[config.mk]
export PLATFORM = sky130hd
export DESIGN_NAME = opcode_decode_queue
export DESIGN_NICKNAME = d
export VERILOG_FILES = /design/src/rtl/opcode_decode_queue.sv
export SDC_FILE = /design/constraint.sdc
export NUM_CORES = 1
export LEC_CHECK = 0
export ABC_AREA = 1
export BUFFER_PORTS_ARGS = -buffer_cell sky130_fd_sc_hd__clkbuf_2
export CAP_MARGIN = 20
export CELL_PAD_IN_SITES_DETAIL_PLACEMENT = 2
export CELL_PAD_IN_SITES_GLOBAL_PLACEMENT = 2
export CORE_UTILIZATION = 34
export CTS_BUF_LIST = sky130_fd_sc_hd__clkbuf_8 sky130_fd_sc_hd__clkbuf_16
export DETAILED_ROUTE_END_ITERATION = 8
export MAX_ROUTING_LAYER = met4
export PLACE_DENSITY_LB_ADDON = 0.1
export SLEW_MARGIN = 20
export SYNTH_ARGS = -nofsm -noshare
export SYNTH_HDL_FRONTEND = slang
export SYNTH_SLANG_ARGS = --single-unit
export TNS_END_PERCENT = 10
[constraint.sdc]
create_clock -name Clock -period 6 [get_ports Clock]
set_input_delay 0.3 -clock Clock [delete_from_list [all_inputs] [get_ports Clock]]
set_output_delay 0.3 -clock Clock [all_outputs]
set_load 0.02 [all_outputs]
[src/rtl/opcode_decode_queue.sv]
// rtl/opcode_decode_queue.sv - registered instruction decode stage with a decoded-record FIFO
module opcode_decode_queue #(
    parameter int          IMM_WIDTH         = 32,
    parameter int          PC_WIDTH          = 32,
    parameter int          DEPTH             = 2,
    parameter logic [63:0] OPCODE_VALID_MASK = 64'hFFFF_FFFF_FFFF_FFFF
) (
    input  logic                         Clock,
    input  logic                         Reset_n,
    input  logic                         Flush,
    input  logic                         InValid,
    output logic                         InReady,
    input  logic [31:0]                  Instruction,
    input  logic [PC_WIDTH-1:0]          InPc,
    output logic                         OutValid,
    input  logic                         OutReady,
    output logic [PC_WIDTH-1:0]          OutPc,
    output logic [5:0]                   OutOpcode,
    output logic [1:0]                   OutEncoding,
    output logic [1:0]                   OutVariant,
    output logic [5:0]                   OutReg1,
    output logic [5:0]                   OutReg2,
    output logic [5:0]                   OutReg3,
    output logic [IMM_WIDTH-1:0]         OutImm,
    output logic [1:0]                   OutOperandSize,
    output logic                         OutIllegal,
    output logic [$clog2(DEPTH):0]       Count
);

    localparam int AW = $clog2(DEPTH);
    localparam int CW = AW + 1;
    localparam logic [CW-1:0] DEPTH_C = CW'(DEPTH);

    typedef struct packed {
        logic [PC_WIDTH-1:0]  pc;
        logic [5:0]           opcode;
        logic [1:0]           encoding;
        logic [1:0]           variant;
        logic [5:0]           reg1;
        logic [5:0]           reg2;
        logic [5:0]           reg3;
        logic [IMM_WIDTH-1:0] imm;
        logic [1:0]           operand_size;
        logic                 illegal;
    } record_t;

    logic [7:0] b1, b2, b3, b4;
    record_t    dec;
    record_t    head;
    record_t    mem [DEPTH];
    logic [AW-1:0] rd_ptr, wr_ptr;
    logic [CW-1:0] count;
    logic          push, pop;

    assign b1 = Instruction[31:24];
    assign b2 = Instruction[23:16];
    assign b3 = Instruction[15:8];
    assign b4 = Instruction[7:0];

    // Fields an encoding does not use stay at the '0 default.
    always_comb begin
        dec          = '0;
        dec.pc       = InPc;
        dec.opcode   = b1[5:0];
        dec.encoding = b1[7:6];
        dec.variant  = b2[1:0];
        dec.reg1     = b2[7:2];
        dec.illegal  = ~OPCODE_VALID_MASK[b1[5:0]];
        case (b1[7:6])
            2'd0: begin
                dec.reg2         = b3[5:0];
                dec.reg3         = {b4[3:0], b3[7:6]};
                dec.operand_size = b4[7:6];
            end
            2'd1: begin
                dec.imm = IMM_WIDTH'({b4, b3});
            end
            2'd2: begin
                dec.reg2         = b3[5:0];
                dec.imm          = IMM_WIDTH'($signed({b4[5:0], b3, b2[7:2]}));
                dec.operand_size = b4[7:6];
            end
            default: begin
                dec.reg2         = b3[5:0];
                dec.imm          = IMM_WIDTH'($signed({b4[5:0], b3[7:6]}));
                dec.operand_size = b4[7:6];
            end
        endcase
    end

    assign OutValid = (count != '0);
    assign InReady  = Flush | (count < DEPTH_C) | OutReady;
    assign push     = InValid & InReady & ~Flush;
    assign pop      = OutValid & OutReady & ~Flush;

    always_ff @(posedge Clock or negedge Reset_n) begin
        if (!Reset_n) begin
            rd_ptr <= '0;
            wr_ptr <= '0;
            count  <= '0;
        end else if (Flush) begin
            rd_ptr <= '0;
            wr_ptr <= '0;
            count  <= '0;
        end else begin
            if (push) wr_ptr <= wr_ptr + 1'b1;
            if (pop)  rd_ptr <= rd_ptr + 1'b1;
            count <= count + CW'(push) - CW'(pop);
        end
    end

    // When full, a push lands in the slot being popped; the head is read before the edge.
    always_ff @(posedge Clock) begin
        if (push) mem[wr_ptr] <= dec;
    end

    assign head = OutValid ? mem[rd_ptr] : '0;

    assign OutPc          = head.pc;
    assign OutOpcode      = head.opcode;
    assign OutEncoding    = head.encoding;
    assign OutVariant     = head.variant;
    assign OutReg1        = head.reg1;
    assign OutReg2        = head.reg2;
    assign OutReg3        = head.reg3;
    assign OutImm         = head.imm;
    assign OutOperandSize = head.operand_size;
    assign OutIllegal     = head.illegal;
    assign Count          = count;

endmodule

**Word-level counts from Yosys, hierarchy flattened**

Memories as Yosys holds them, arrays and structs flattened.
Cells that the tools add are included.

- $add $sub $neg: 4
- $lt $le $gt $ge: 2
- Eq/ne operators: 2
- Multiplexer cells: 13
- Bitwise operators: 8
- Reductions and logical operators: 4

Operator list:

| kind | number |
|---|---|
| 32-bit case mux with 3 select lines | 1 |
| 95-bit two-way mux | 1 |
| 6-bit two-way mux | 2 |
| 6-bit by 7-bit less-than comparator with 1-bit output (second input constant) | 1 |
| 1-bit two-way mux | 7 |
| 2-bit nonzero test | 3 |
| 1-bit AND | 4 |
| 2-bit two-way mux | 2 |
| 1-bit adder (second input constant) | 2 |
| 2-bit by 1-bit adder with 2-bit output | 1 |
| 2-bit by 1-bit == test with 1-bit output (second input constant) | 1 |
| 2-bit == test (second input constant) | 1 |
| 2-bit zero test | 1 |
| 2-bit less-than comparator (second input constant) | 1 |
| 1-bit inverter | 2 |
| 1-bit bitwise OR | 2 |
| 2-bit by 1-bit subtractor with 2-bit output | 1 |

- Bits in registers: 4
- RAM bits: 190
- Memory bits (read-only): 64
- Input port bits: 69
- Output and inout bits: 99
- Word-level logic and storage cells: 38
- Memories kept: 2

Memory list:

| name | words | width | rd ports | clocked after Yosys merged registers in | wr ports | RTL line | RTL |
|---|---|---|---|---|---|---|---|
| mem | 2 | 95 | 1 | 0 | 1 | 50 | `record_t mem [DEPTH];` |
| (name not given) | 64 | 1 | 1 | 0 | 0 | 68 | `dec.illegal = ~OPCODE_VALID_MASK[b1[5:0]];` |

**Longest topological paths before layout**

Gate-level depths: netlist of the first run.

- Depth after elaboration: 8
- Gate-level depth with buffers: 10

**Worst setup path before layout of the first run**

No wires, ideal clock.

- Path kind: reg-to-reg
- Start point: register count[1], in the netlist Count[1]
- End point: memory mem[1][10] (netlist name) (enable)
- Library setup time: 0.523 ns
- Data arrival time: 4.102 ns
- Data required time: 5.477 ns
- Path slack: 1.375 ns
- Stages on the path, launching flop included: 4
- Path buffers: 0
- Cells stage by stage: dfrtp_1 nand2_1 nand3_1 nor2_1

- Longest elaborated chain between the ends: 7

RTL lines:

| item | RTL line | RTL |
|---|---|---|
| start: declaration | 52 | `logic [CW-1:0] count;` |
| start signal: assignment | 108 | `count <= count + CW'(push) - CW'(pop);` |
| 2-bit less-than comparator | 92 | `assign InReady = Flush \| (count < DEPTH_C) \| OutReady;` |
| 1-bit bitwise OR (2 in a row) | 92 |  |
| 1-bit AND (2 in a row) | 93 | `assign push = InValid & InReady & ~Flush;` |
| 1-bit two-way mux | 114 | `if (push) mem[wr_ptr] <= dec;` |
| 1-bit two-way mux (implied by the code) | 114 |  |
| end: declaration | 50 |  |

Every way passes these cells.

**Worst setup path in the final report of the first run**

- Start point: register count[1], in the netlist Count[1]
- End point: output port OutImm[20]

- Longest elaborated chain between the ends: 2

RTL lines:

| item | RTL line | RTL |
|---|---|---|
| 2-bit nonzero test | 91 | `assign OutValid = (count != '0);` |
| 95-bit two-way mux | 117 | `assign head = OutValid ? mem[rd_ptr] : '0;` |
| end: declaration | 24 | `output logic [IMM_WIDTH-1:0] OutImm,` |

Every way passes these cells.

==> results of run 1 <==
-- final timing paths --
path | to | slack [ns] | from
min in group asynchronous | Count[1]$_DFF_PN0_ | 0.22 | Reset_n
hold / removal | mem[0][91]$_DFFE_PP_ | 0.06 | InPc[28]
hold reg to reg | wr_ptr$_DFFE_PN0P_ | 0.65 | wr_ptr$_DFFE_PN0P_
setup reg to reg | mem[0][5]$_DFFE_PP_ | 3.75 | Count[1]$_DFF_PN0_
setup / recovery | OutImm[20] | 2.84 | Count[1]$_DFF_PN0_
max in group asynchronous | rd_ptr$_DFFE_PN0P_ | 5.62 | Reset_n
-- cell usage after synthesis (all sizes together) --
cell    instances  area (um^2)
a21oi          83          415
buf            41          304
clkbuf          2         7.51
conb            1         3.75
dfrtp           4          100
edfxtp        164         4920
ha              2         25.0
inv            29          109
nand2         204          773
nand3           4         20.0
nand4           2         12.5
nor2           21         88.8
o211ai         15          113
o21ai           3         15.0
-- flip-flops by register name (all words and copies together), names as in the netlist --
name    cells
Count       2
mem       164
rd_ptr      1
wr_ptr      1
-- kinds of logic after synthesis --
kind of cell / Yosys count
AOI/OAI and AO/OA: 101
adders and majority gates: 2
buffers and inverters: 72
DFF: 168
other: 1
and+or+nand+nor: 231
-- power by group through the flow --
stage               sequential [mW]  combinational (mW)  clock [mW]
global placement               1.39               0.577           0
global route                   1.37               0.633        1.13
CTS                            1.37               0.594        1.08
finish                         1.37               0.577        1.06
floorplan                      1.39               0.395           0
detailed placement             1.39               0.590           0
-- layer usage --
layer  vias up  part of all wire  global-route usage
met1      2443              0.43               0.236
met2       119              0.52               0.349
met5         -                 0                   -
met3        18             0.038              0.0358
met4         0             0.013              0.0576
li1       2262                 -                   -
-- worst register-to-register path: cells and delay by family, from the launching register on --
kind | cells | cell delay [ns]
flops | 1 | 0.44
buf+inv | 2 | 1.12
simple gates | 2 | 0.28
-- through the flow --
step | setup slack (ns) | instance area, um^2 | utilization | hold slack (ns)
3_5_place_dp | 3.22 | 7810 | 0.396 | 0.119
5_1_grt | 2.59 | 8400 | 0.426 | 0.0509
6_report | 2.84 | 8400 | 0.426 | 0.0623
2_1_floorplan | 1.38 | 6910 | - | 0.00441
4_1_cts | 2.76 | 8400 | 0.426 | 0.0530
3_3_place_gp | 3.36 | 7810 | 0.396 | 0.118
-- final cells by class --
| cell class | instances | area share |
|---|---|---|
| Timing Repair Buffer | 172 | 0.105 |
| Inverter | 29 | 0.0131 |
| Sequential cell | 168 | 0.599 |
| Clock buffer | 17 | 0.0507 |
| Tap cell | 265 | 0.0395 |
| Multi-Input combinational cell | 335 | 0.176 |
| Clock inverter | 15 | 0.0174 |
-- what timing repair did --
action                                 4_1_cts  5_1_grt
setup buffers                                0        0
endpoints found under the hold margin        4        0
setup endpoints to repair                    0        0
hold buffers                                 1        0
==> impl_metrics.yaml, run 1 <==
layout:
  mostFrequentLayoutCell: "nand2_1"
  drive_gt1_frac: 0.292
  regArea_um2: 5030
  multi_input_area_um2: 1470
  area_growth_pct: 21.5
  fillCellCount: 2085
  mostFrequentLayoutCells: "nand2_1 (201), clkbuf_2 (166), edfxtp_1 (164)"
  final_nets: 794
  layout.cells.non_filler: 1001
  diodes: 0
setup_path:
  reg2reg_depth: 4
  cp.arrival_ns: 2.86
  critPathMaxFanout: 53
  cp_top_family: "buffers and inverters"
  startpoint_type: "register"
  worstSetupEndpointType: "output pin"
  criticalPathCategory: "reg -> out"
  path_cells: "inv_1, nand2_2, inv_2, buf_4, a21oi_1, clkbuf_2"
  cp.depth: 6
  critPathBufInv: 4
  critical_path_required_ns: 5.70
  worst_path_largest_cell_delay_ns: 0.65
  cp_slowest_cell: "a21oi_1"
power_and_ir_drop:
  leakage_nw: 3.38
  totalPowerFinal_mw: 3.01
  ir_drop_v: 0.000209
  intPower_mw: 2.08
  power_density_nw_per_um2: 358
  power_frac_seq: 0.454
  swShare: 0.309
  p_sw_mw: 0.929
  pwr-share-comb: 0.192
  pwr-share-clk: 0.354
place:
  portBuffers: 166
  dp.cells: 968
  place_congestion: 0.777
  dp_hpwl_um: 12700
global_route:
  overflow: 0
  grt_pass1_vias: 5251
  grt_pass1_wl_um: 29600
  grt_use_total: 0.200
  grt_max_degree: 84
  antenna_found_initial: 0
route:
  first_pass_iters: 4
  routed_via_density: 4.84
  drt_iter0_drc: 227
  via_count: 4842
  ant_nets: 0
  drt-total-wl_um: 19500
  post_drt_wl_per_cell_um: 19.5
  drcViolationCount: 0
run:
  drv_cap: 0
timing:
  rsz0062_at_grt: "no"
  period_needed_ns: 3.16
  finalCritPeriodShare: 0.526
  relSlewSlack: 0.308
  tns_ns: 0
  finalHoldViolCount: 0
  final-max-slew-violation-count: 0
  worst_slew_pin_slew_ns: 1.04
  fmax_mhz: 317
  clock_skew_ns: 0.0102
  setup_violations: 0
min_path:
  hp-class: "in -> reg"
  whs_path_depth: 1
logic_synthesis:
  syn_area_um2: 6910
  postSynthCellCount: 575
  avgSynthCellArea_um2: 12.0
  yosysSeqAreaShare: 0.727
  yosys_register_bits: 168
  synth-compound-area-share: 0.0786
  synthAdderAreaFrac: 0.00362
  ys_types: 20
  synthMuxAreaShare: 0
  synth_top_family_by_area: "simple AND/OR/NAND/NOR gates"
  synth_fp_nets: 646
  synthSimpleGateAreaFrac: 0.129
  ys_warn_count: 0
  synth_xor_area_frac: 0
clock_network:
  tritoncts: "yes"
  clock_latency_ns: 0.42
  clk_path_buf_depth: 2
  numCtsBuffers: 17
  numClockSinks: 168
  post_cts_resized: 0
  root_buffer: "clkbuf_16"
  htree_num_levels: 4
  clk_pin_slew_ns: 0.07
floorplanning:
  ios: 168
  die_h_um: 145
  die_x_um: 145
  dieArea_um2: 20900
  rows: 51
  start_util: 0.351
  coreArea_um2: 19700
run_status:
  status: "completed"
Note: power is estimated with default switching activity, not from simulation.
==> run 2, diff against run 1 <==
CORE_UTILIZATION = 31   (was 34)
clock period = 2.86 ns   (was 6 ns; I/O delays follow)
==> run 2 against run 1 <==
Clock-buffer cell count stayed put. Utilization fell by 1.4 points. Flip-flop and latch count unchanged. First-iteration DRC count decreased by 48%. Highest routed layer unchanged. Clock skew grew 0.0093 ns. Largest power group unchanged. Critical endpoint is now OutImm[31].
==> impl_metrics.yaml, run 2 (same netlist as run 1, synthesis figures left out) <==
run_status:
  status: "completed"
setup_path:
  critPathMaxFanout: 13
  worst_path_largest_cell_delay_ns: 0.78
  reg2reg_from: "Count[1]$_DFF_PN0_"
  worst_r2r_endpoint: "mem[1][21]$_DFFE_PP_"
  cp_slowest_cell: "a21oi_1"
  criticalPathCategory: "reg -> out"
  critical_path_required_ns: 2.72
  critPathBufInv: 3
  worstSetupEndpointType: "output pin"
  reg2reg_depth: 4
  cp.arrival_ns: 2.21
  r2r_slack_ns: 0.93
  startpoint_type: "register"
  cp_top_family: "compound AO/OA/AOI/OAI gates"
  path_cells: "inv_1, nand2_2, inv_2, a21oi_1, clkbuf_2"
timing:
  relSlewSlack: 0.316
  fmax_mhz: 426
  rsz0062_at_grt: "no"
  setup_violations: 0
  worst_slew_pin_slew_ns: 1.03
  timing.hold.ws_ns: 0.0129
  finalHoldViolCount: 0
  tns_ns: 0
  finalCritPeriodShare: 0.821
  final-max-slew-violation-count: 0
  clock_skew_ns: 0.0194
  period_needed_ns: 2.35
  setup_ws_ns: 0.511
route:
  drt-total-wl_um: 20100
  ant_nets: 0
  post_drt_wl_per_cell_um: 18.8
  routed_via_density: 4.73
  first_pass_iters: 4
  via_count: 5046
  drt_iter0_drc: 118
  drcViolationCount: 0
floorplanning:
  coreArea_um2: 21800
  rows: 54
  dieArea_um2: 22900
  start_util: 0.317
  die_h_um: 151
  ios: 168
  die_x_um: 151
global_route:
  grt_pass1_wl_um: 30800
  grt_pass1_vias: 5611
  grt_max_degree: 82
  overflow: 0
  antenna_found_initial: 0
  grt_use_total: 0.188
clock_network:
  root_buffer: "clkbuf_16"
  post_cts_buffers: 0
  clk_pin_slew_ns: 0.06
  numClockSinks: 168
  clock_latency_ns: 0.43
  htree_num_levels: 4
  numCtsBuffers: 17
  tritoncts: "yes"
  clk_path_buf_depth: 2
place:
  portBuffers: 166
  dp.cells: 988
  dp_hpwl_um: 12800
  place_congestion: 0.765
  placed_cell_area_um2: 7900
  dpl_worst_slack_ns: 0.884
layout:
  area_growth_pct: 30.0
  fillCellCount: 2315
  drive_gt1_frac: 0.276
  layout.cells.non_filler: 1067
  mostFrequentLayoutCell: "nand2_1"
  top_register: "mem"
  mostFrequentLayoutCells: "nand2_1 (201), clkbuf_2 (166), edfxtp_1 (164)"
  final_nets: 846
  largest_reg_flops: 164
  finalInstanceArea_um2: 8980
  diodes: 0
  post-route-util: 0.412
power_and_ir_drop:
  swShare: 0.296
  intPower_mw: 4.58
  p_sw_mw: 1.93
  ir_drop_v: 0.000409
  power_density_nw_per_um2: 724
  leakage_nw: 3.63
  power_frac_seq: 0.440
  pwr-share-comb: 0.198
  pwr-share-clk: 0.363
  totalPowerFinal_mw: 6.51
min_path:
  whs_path_depth: 4
  holdPathEnd: "wr_ptr$_DFFE_PN0P_"
  min_from: "InValid"
  hp-class: "in -> reg"
run:
  drv_cap: 0
run 2: timing repair:
item,4_1_cts,5_1_grt
resized for setup,0,0
hold buffers,48,0
hold endpoints to repair,97,0
run 2: routing by layer:
metal,wire (um),GRT usage,up-vias
li1,-,-,2363
met1,8670,0.221,2557
met2,10500,0.324,108
met3,622,0.0319,18
met4,306,0.0640,0
met5,0,-,-
run 2: worst register-to-register path, cell delays in order, from the launching register on:
cell and delay [ns]:
dfrtp_1 0.43, nand2_1 0.11, nand3_1 0.14, nor2_4 0.39
buf_12 0.42
run 2: worst max-delay path by stage:
stage	from	to	slack, ns	depth (start not counted)
floorplan	Count[1]$_DFF_PN0_	mem[0][10]$_DFFE_PP_	0.14	3
global placement	Count[1]$_DFF_PN0_	mem[1][60]$_DFFE_PP_	0.95	4
detailed placement	Count[1]$_DFF_PN0_	OutImm[31]	0.88	5
CTS	Count[1]$_DFF_PN0_	OutImm[31]	0.41	5
global route	Count[1]$_DFF_PN0_	OutImm[28]	0.30	5
finish	Count[1]$_DFF_PN0_	OutImm[31]	0.51	5
run 2: area by class of cell:
type                            count  area, um^2  area share
Sequential cell                   168        5030       0.559
Multi-Input combinational cell    335        1470       0.164
Timing Repair Buffer              224        1420       0.158
Clock buffer                       17         425      0.0474
Tap cell                          280         350      0.0390
Clock inverter                     14         174      0.0194
Inverter                           29         110      0.0123
run 2: power by group through the flow:
stage | Sequential (mW) | Clock [mW] | Combinational, mW
CTS | 2.86 | 2.42 | 1.33
finish | 2.86 | 2.36 | 1.29
detailed placement | 2.92 | 0 | 1.27
global route | 2.87 | 2.52 | 1.41
global placement | 2.91 | 0 | 1.24
floorplan | 2.92 | 0 | 0.831
==> run 3, diff against run 2 <==
CORE_UTILIZATION = 34   (was 31)
clock period = 2.25 ns   (was 2.86 ns; I/O delays follow)
==> run 3 against run 2 <==
Utilization increased by 4.4 points. Design area hardly changed. First-iteration DRC count up 45%. Worst hold slack improved by 0.024 ns. Via count about the same. Wire length grew 2.2%. Power increased by 26%. Combinational power grew 29%. Final cell count decreased by 0.84%. Non-clock buffer count increased by 5. Flip-flop and latch count is the same. Clock skew shrank 0.010 ns. Largest power group unchanged.
==> impl_metrics.yaml, run 3 (same netlist as run 1, synthesis figures left out) <==
place:
  dp.cells: 976
  portBuffers: 166
  dp_hpwl_um: 13500
  placed_cell_area_um2: 7910
  place_congestion: 0.802
global_route:
  grt_max_degree: 73
  grt_pass1_vias: 5572
  overflow: 0
  antenna_found_initial: 0
  grt_use_total: 0.212
  grt_pass1_wl_um: 31000
timing:
  worst_slew_pin_slew_ns: 0.554
  final-max-slew-violation-count: 0
  period_needed_ns: 2.13
  relSlewSlack: 0.631
  tns_ns: 0
  finalHoldViolCount: 0
  setup_violations: 0
  finalCritPeriodShare: 0.945
  rsz0062_at_grt: "yes"
  fmax_mhz: 470
  clock_skew_ns: 0.00908
setup_path:
  cp.arrival_ns: 2.01
  worstSetupEndpointType: "output pin"
  critical_path_required_ns: 2.14
  criticalPathCategory: "reg -> out"
  critPathMaxFanout: 18
  startpoint_type: "register"
power_and_ir_drop:
  ir_drop_v: 0.000519
  totalPowerFinal_mw: 8.18
  power_density_nw_per_um2: 910
  leakage_nw: 3.63
floorplanning:
  die_h_um: 145
  dieArea_um2: 20900
  ios: 168
  die_x_um: 145
  rows: 51
  start_util: 0.351
  coreArea_um2: 19700
layout:
  area_growth_pct: 30.1
  drive_gt1_frac: 0.282
  diodes: 0
  finalInstanceArea_um2: 8990
  mostFrequentLayoutCell: "nand2_1"
  layout.cells.non_filler: 1058
  mostFrequentLayoutCells: "nand2_1 (200), clkbuf_2 (166), edfxtp_1 (164)"
  top_register: "mem"
  final_nets: 851
  largest_reg_flops: 164
  fillCellCount: 2023
route:
  first_pass_iters: 5
  via_count: 5051
  drcViolationCount: 0
  routed_via_density: 4.77
  post_drt_wl_per_cell_um: 19.4
  drt-total-wl_um: 20500
  ant_nets: 0
  drt_iter0_drc: 171
clock_network:
  htree_num_levels: 4
  clock_latency_ns: 0.43
  tritoncts: "yes"
  root_buffer: "clkbuf_16"
  clk_pin_slew_ns: 0.06
  post_cts_buffers: 0
  numCtsBuffers: 17
  numClockSinks: 168
  clk_path_buf_depth: 2
run_status:
  status: "completed"
min_path:
  hp-class: "in -> reg"
run:
  drv_cap: 0
## run 3: area by class of cell
type / instances / area (um^2) / share of cell area
inverter: 29 / 113 / 0.0125
tap: 265 / 332 / 0.0369
clock buffer: 17 / 425 / 0.0473
clock inverter: 15 / 153 / 0.0170
sequential: 168 / 5030 / 0.559
multi-input combinational: 335 / 1490 / 0.165
timing repair buffer: 229 / 1460 / 0.162
## run 3: report_power, final
group	switching [mW]	total, mW	internal [mW]
registers	0.0419	3.64	3.60
logic	1.19	1.67	0.476
clock network	1.24	2.88	1.64
## run 3: metrics by stage
step | hold slack [ns] | worst slack, ns | util
6_report | 0.0371 | 0.124 | 0.456
5_1_grt | 0.0426 | -0.0313 | 0.456
4_1_cts | 0.0228 | 0.00525 | 0.456
3_5_place_dp | -0.0644 | 0.275 | 0.401
3_3_place_gp | -0.0661 | 0.400 | 0.401
2_1_floorplan | -0.183 | -0.0397 | -
## run 3: final timing paths
| path | depth (start not counted) | startpoint | slack (ns) | to |
|---|---|---|---|---|
| worst min-delay path | 1 | Instruction[31] | 0.04 | mem[0][56]$_DFFE_PP_ |
| max in group asynchronous | 2 | Reset_n | 2.04 | rd_ptr$_DFFE_PN0P_ |
| min in group asynchronous | 2 | Reset_n | 0.06 | Count[0]$_DFF_PN0_ |
| worst max-delay path | 6 | Count[1]$_DFF_PN0_ | 0.12 | OutReg2[1] |
| worst max register to register | 4 | wr_ptr$_DFFE_PN0P_ | 0.60 | mem[0][66]$_DFFE_PP_ |
| worst min register to register | 3 | Count[0]$_DFF_PN0_ | 0.66 | Count[0]$_DFF_PN0_ |
## run 3: repair_timing
action | in CTS | in global routing
endpoints found under the hold margin | 100 | 0
setup endpoints to repair | 13 | 34
gates resized for setup | 1 | 1
hold buffers | 50 | 0
## run 3: metal layers
layer,track usage,part of all wire,up-vias
li1,-,-,2372
met1,0.248,0.43,2527
met2,0.372,0.52,126
met3,0.0272,0.026,26
met4,0.0781,0.019,0
met5,-,0,-
## run 3: worst max-delay path, stage by stage, from the launching register on
cell and delay [ns]:
dfrtp_2 0.44, inv_1 0.09, nand2_2 0.08, inv_2 0.32, buf_4 0.35, a21oi_1 0.13
clkbuf_2 0.18
